$ cat src/rtl/serial_subtractor_ctrl_pkg.sv
// Shared definitions for the bit-serial subtractor: FSM state encoding and default width.
package serial_subtractor_ctrl_pkg;

  localparam int DEFAULT_WIDTH = 8;

  typedef enum logic [1:0] {
    S_IDLE  = 2'd0,
    S_SHIFT = 2'd1,
    S_DONE  = 2'd2
  } state_t;

endpackage

$ cat src/rtl/serial_subtractor_ctrl_fs.sv
// Single-bit full subtractor cell: diff = a - b - bin, bout set when the bit borrows.
module full_subtractor (
  input  logic a,
  input  logic b,
  input  logic bin,
  output logic diff,
  output logic bout
);

  assign diff = a ^ b ^ bin;
  assign bout = (~a & b) | (~(a ^ b) & bin);

endmodule

$ cat src/rtl/serial_subtractor_ctrl.sv
// Bit-serial N-bit subtractor: one full_subtractor cell is reused LSB first over WIDTH cycles,
// sequenced by an IDLE/SHIFT/DONE FSM with a start/done handshake.
module serial_subtractor_ctrl
  import serial_subtractor_ctrl_pkg::*;
#(
  parameter int WIDTH = DEFAULT_WIDTH
) (
  input  logic             clk,
  input  logic             rst,
  input  logic             start,
  input  logic [WIDTH-1:0] a,
  input  logic [WIDTH-1:0] b,
  input  logic             borrow_in,
  output logic             busy,
  output logic             done,
  output logic [WIDTH-1:0] diff,
  output logic             borrow_out
);

  localparam int CNT_W = (WIDTH > 1) ? $clog2(WIDTH) : 1;
  // d_sh keeps only the WIDTH-1 bits already produced; the current cell output completes the word.
  localparam int DW    = (WIDTH > 1) ? WIDTH - 1 : 1;

  state_t             state;
  state_t             state_next;
  logic [WIDTH-1:0]   a_sh;
  logic [WIDTH-1:0]   b_sh;
  logic [DW-1:0]      d_sh;
  logic [DW-1:0]      d_sh_next;
  logic [WIDTH-1:0]   res_next;
  logic [CNT_W-1:0]   cnt;
  logic               br;
  logic               cell_d;
  logic               cell_bout;
  logic               last;

  full_subtractor u_cell (
    .a    (a_sh[0]),
    .b    (b_sh[0]),
    .bin  (br),
    .diff (cell_d),
    .bout (cell_bout)
  );

  generate
    if (WIDTH > 1) begin : g_wide
      assign res_next  = {cell_d, d_sh};
      assign d_sh_next = res_next[WIDTH-1:1];
    end else begin : g_one
      assign res_next  = cell_d;
      assign d_sh_next = cell_d;
    end
  endgenerate

  assign last = (cnt == CNT_W'(WIDTH - 1));

  always_ff @(posedge clk or posedge rst) begin
    if (rst) begin
      state <= S_IDLE;
    end else begin
      state <= state_next;
    end
  end

  always_comb begin
    state_next = S_IDLE;
    case (state)
      S_IDLE: begin
        if (start) state_next = S_SHIFT;
        else       state_next = S_IDLE;
      end
      S_SHIFT: begin
        if (last) state_next = S_DONE;
        else      state_next = S_SHIFT;
      end
      S_DONE:  state_next = S_IDLE;
      default: state_next = S_IDLE;
    endcase
  end

  always_comb begin
    busy = 1'b0;
    done = 1'b0;
    case (state)
      S_SHIFT: busy = 1'b1;
      S_DONE:  done = 1'b1;
      default: begin
        busy = 1'b0;
        done = 1'b0;
      end
    endcase
  end

  // Datapath: operand load on accept, one bit per SHIFT cycle, result capture on the last bit.
  always_ff @(posedge clk or posedge rst) begin
    if (rst) begin
      a_sh       <= {WIDTH{1'b0}};
      b_sh       <= {WIDTH{1'b0}};
      d_sh       <= {DW{1'b0}};
      br         <= 1'b0;
      cnt        <= {CNT_W{1'b0}};
      diff       <= {WIDTH{1'b0}};
      borrow_out <= 1'b0;
    end else begin
      case (state)
        S_IDLE: begin
          if (start) begin
            a_sh <= a;
            b_sh <= b;
            br   <= borrow_in;
            cnt  <= {CNT_W{1'b0}};
          end
        end
        S_SHIFT: begin
          a_sh <= a_sh >> 1;
          b_sh <= b_sh >> 1;
          d_sh <= d_sh_next;
          br   <= cell_bout;
          if (last) begin
            diff       <= res_next;
            borrow_out <= cell_bout;
          end else begin
            cnt <= cnt + CNT_W'(1);
          end
        end
        default: begin
          br <= br;
        end
      endcase
    end
  end

endmodule
$ cat config.mk
export PLATFORM = sky130hd
export DESIGN_NAME = serial_subtractor_ctrl
export DESIGN_NICKNAME = d
export VERILOG_FILES = /design/src/rtl/serial_subtractor_ctrl_pkg.sv /design/src/rtl/serial_subtractor_ctrl_fs.sv /design/src/rtl/serial_subtractor_ctrl.sv
export SDC_FILE = /design/constraint.sdc
export NUM_CORES = 1
export LEC_CHECK = 0
export ABC_AREA = 1
export BUFFER_PORTS_ARGS = -buffer_cell sky130_fd_sc_hd__buf_2
export CORE_UTILIZATION = 40
export CTS_CLUSTER_SIZE = 20
export DETAILED_ROUTE_END_ITERATION = 16
export SLEW_MARGIN = 40
export SYNTH_ARGS = -nofsm -noshare
export SYNTH_HDL_FRONTEND = slang
export SYNTH_HIERARCHICAL = 1
export SYNTH_SLANG_ARGS = --single-unit
$ cat constraint.sdc
create_clock -name clk -period 2.5 [get_ports clk]
set_input_delay 0.5 -clock clk [delete_from_list [all_inputs] [get_ports clk]]
set_output_delay 0.5 -clock clk [all_outputs]
set_load 0.01 [all_outputs]
==> key figures <==
Run status
  • Status: complete, no violations

Clock network
  • CTS clk-pin slew, worst paths: roughly 0.07 ns
  • Postcts setup bufs: 0
  • Clk_lat worst skew: about 0.28 ns
  • Htree depth: 2
  • Clock Path Buffers: 2
  • Post-CTS sizing: 0
  • CTS tree: done
  • Root Buffer: clkbuf_8
  • CTS buffer count: 5
  • Clk sinks: 38
  • Cts hold-fix bufs: 0

Setup path
  • Kind of critical path: reg2out
  • CP Launch Type: flip-flop
  • Slowest Stage Delay on Critical Path: roughly 0.6 ns
  • Critical Path Stages: 3
  • Critical path peak fanout: 14
  • CP Launch Point: state[0]$_DFF_PP0_
  • Worst endpoint data arrival time: roughly 1.5 ns
  • R2R Setup Slk: 0.83 ns
  • CP Capture Type: output pin
  • Critical path cell sequence: inv_2, nor2_4, buf_2
  • Top delay family on crit path: flip-flops
  • Reg2reg path depth: 6
  • Worst-path cell with the longest stage delay: dfrtp_1
  • Buf/Inv on CP: 2
  • Critical Path RT: 2.00 ns
  • FF-to-FF Start: state[0]$_DFF_PP0_

Routing
  • DRT iter0 DRCs: 73
  • Met1 Wirelength: 1.58 mm
  • Max Used Layer: met4
  • Final ANT Viol Nets: 0
  • First drt pass iteration count: 4
  • Wirelength, routed: 3.28 mm
  • # DRC: 0
  • Drt wl/cell: around 11 um
  • Met2 WL: around 1.6 mm
  • Routed vias/inst: 4.70
  • Metal3 WL: 112 um
  • Via count: approximately 1,400

Pwr
  • Worst VDD drop: 497 uV
  • Pwr dens: 1230 nW/um2
  • Static leakage: 0.00114 uW

Floorplan
  • Die height: 68.0 um
  • # IOs: 31
  • Initial Util: 42.7%
  • Row cnt: 23
  • DIE WIDTH: 68.0 um
  • Placeable core area: about 4100 um2
  • Die area: 4630 um2

Place
  • I/O Buffers: 30
  • GP Congestion: between 0.7 and 0.8
  • Placed Area: 1920 um2
  • DP Wirelength: 2.31 mm
  • Cells after DPL: 280
  • DP Worst Slack: 0.806 ns

Global routing
  • Total GRT Usage: between 10% and 20%
  • Largest net degree at the start of global routing: 39
  • Vias in the first global route: 1,256
  • Overflow after GRT: 0
  • Global-route wire length before repair: 5.64 mm
  • Initial antenna violation count: 0

Layout
  • Commonest non-fill, non-tap cells in the layout: nand2_1, dfrtp_1, buf_2
  • Area growth, synth to finish: 18.3%
  • Layout Cells excl Fill: 288
  • N_diodes: 0
  • Register area: between 900 and 1000 um2
  • Nets: 260
  • Layout cells sized above 1: between 20% and 30%
  • Commonest non-fill, non-tap cell in the layout: nand2_1
  • Finished Cell Area: 2060 um2
  • Area of the multi-input gates: 632 um2
  • Fill count: 414

Synth
  • Sequential-to-total area share from yosys stat: 54.6%
  • Syn. warnings: 6
  • Synthesized area: 1740 um2
  • Flop and latch count out of synthesis: 38
  • Post-synth cell types: 16
  • Syn nets: around 230
  • Syn Inst Count: 206
  • Avg Cell Area, Syn: 8.46 um2

Timing
  • Fmax: about 0.50 GHz
  • Final Hold Viols: 0
  • RSZ-0062 raised after global routing: false
  • Slew @ Worst Pin: ~0.47 ns
  • PnR worst setup slack: 0.514 ns
  • Setup TNS: 0 ns
  • Worst hold margin: 0.314 ns
  • Normalized max-slew margin: 68.7%
  • Max-slew violation count: 0
  • Final worst path period share: between 70 and 80%
  • Final setup fails: 0
  • Minimum clock period: 1.99 ns
  • Worst Clk Skew: 0.00491 ns

Run
  • Max_cap viols: 0

Min path
  • Worst min path class: in2async
state kept, by name, summed over array words and instances, names as in the netlist:
register,count
borrow_out,1
b_sh,8
cnt,3
state,2
a_sh,8
br,1
diff,8
d_sh,7
path summary, 6_finish.rpt:
path / end
setup / recovery: busy
hold / removal: d_sh[1]$_DFFE_PP0N_
setup reg to reg: diff[0]$_DFFE_PP0P_
hold reg to reg: diff[0]$_DFFE_PP0P_
max in group asynchronous: cnt[0]$_DFFE_PP0P_
min in group clk: b_sh[7]$_DFFE_PP0P_
through the flow:
step	total power (uW)	util (%)
4_1_cts	2580	50.5
3_5_place_dp	1940	47.0
5_1_grt	2780	50.5
2_1_floorplan	1700	-
6_report	2540	50.5
3_3_place_gp	1900	47.0
layout make-up:
cell class | instances | share of cell area [%]
Inverter | 29 | 5.28
Clock inverter | 2 | 2.91
Clock buffer | 6 | 4.00
Tap cell | 50 | 3.03
Sequential cell | 38 | 46.1
Multi-Input combinational cell | 131 | 30.6
Timing Repair Buffer | 32 | 8.01
worst reg2reg max path, stage by stage, from the launching register on:
cell and delay (ns):
dfrtp_1 0.60, inv_2 0.16, nor2_4 0.26, nand2_2 0.30
inv_1 0.18, nand2_1 0.06, nand2_1 0.06
cell families (layout without fill, tap and decap cells):
| group | count (synthesis) | count (layout) | synth area share (%) |
|---|---|---|---|
| DFF | 38 | 38 | 54.6 |
| buffers and inverters | 37 | 69 | 9.19 |
| adders and majority gates | 3 | 3 | 2.58 |
| and+or+nand+nor | 114 | 114 | 28.1 |
| AOI/OAI and AO/OA | 14 | 14 | 5.53 |
cell usage after synthesis:
master	count	area (um2)
buf_4	2	15.0
ha_1	2	25.0
fa_1	1	20.0
o21ai_0	7	35.0
nor2_1	4	15.0
nor2_4	1	11.3
buf_6	1	11.3
nand3_1	26	130
nand2_1	74	278
o21ai_2	7	61.3
buf_2	5	25.0
nand4_1	7	43.8
dfrtp_1	38	951
inv_2	2	7.51
inv_1	27	101
nand2_2	2	12.5
metal layers:
layer / track usage [%] / vias to the layer above
li1: - / 709
met5: 0 / -
met2: 27.2 / 19
met3: 5.00 / 2
met1: 20.9 / 625
met4: 3.91 / 0
power by group:
part	internal, uW	switching, uW
clock	426	207
sequential	876	154
combinational	335	539
Power figures use the tool's default switching activity.
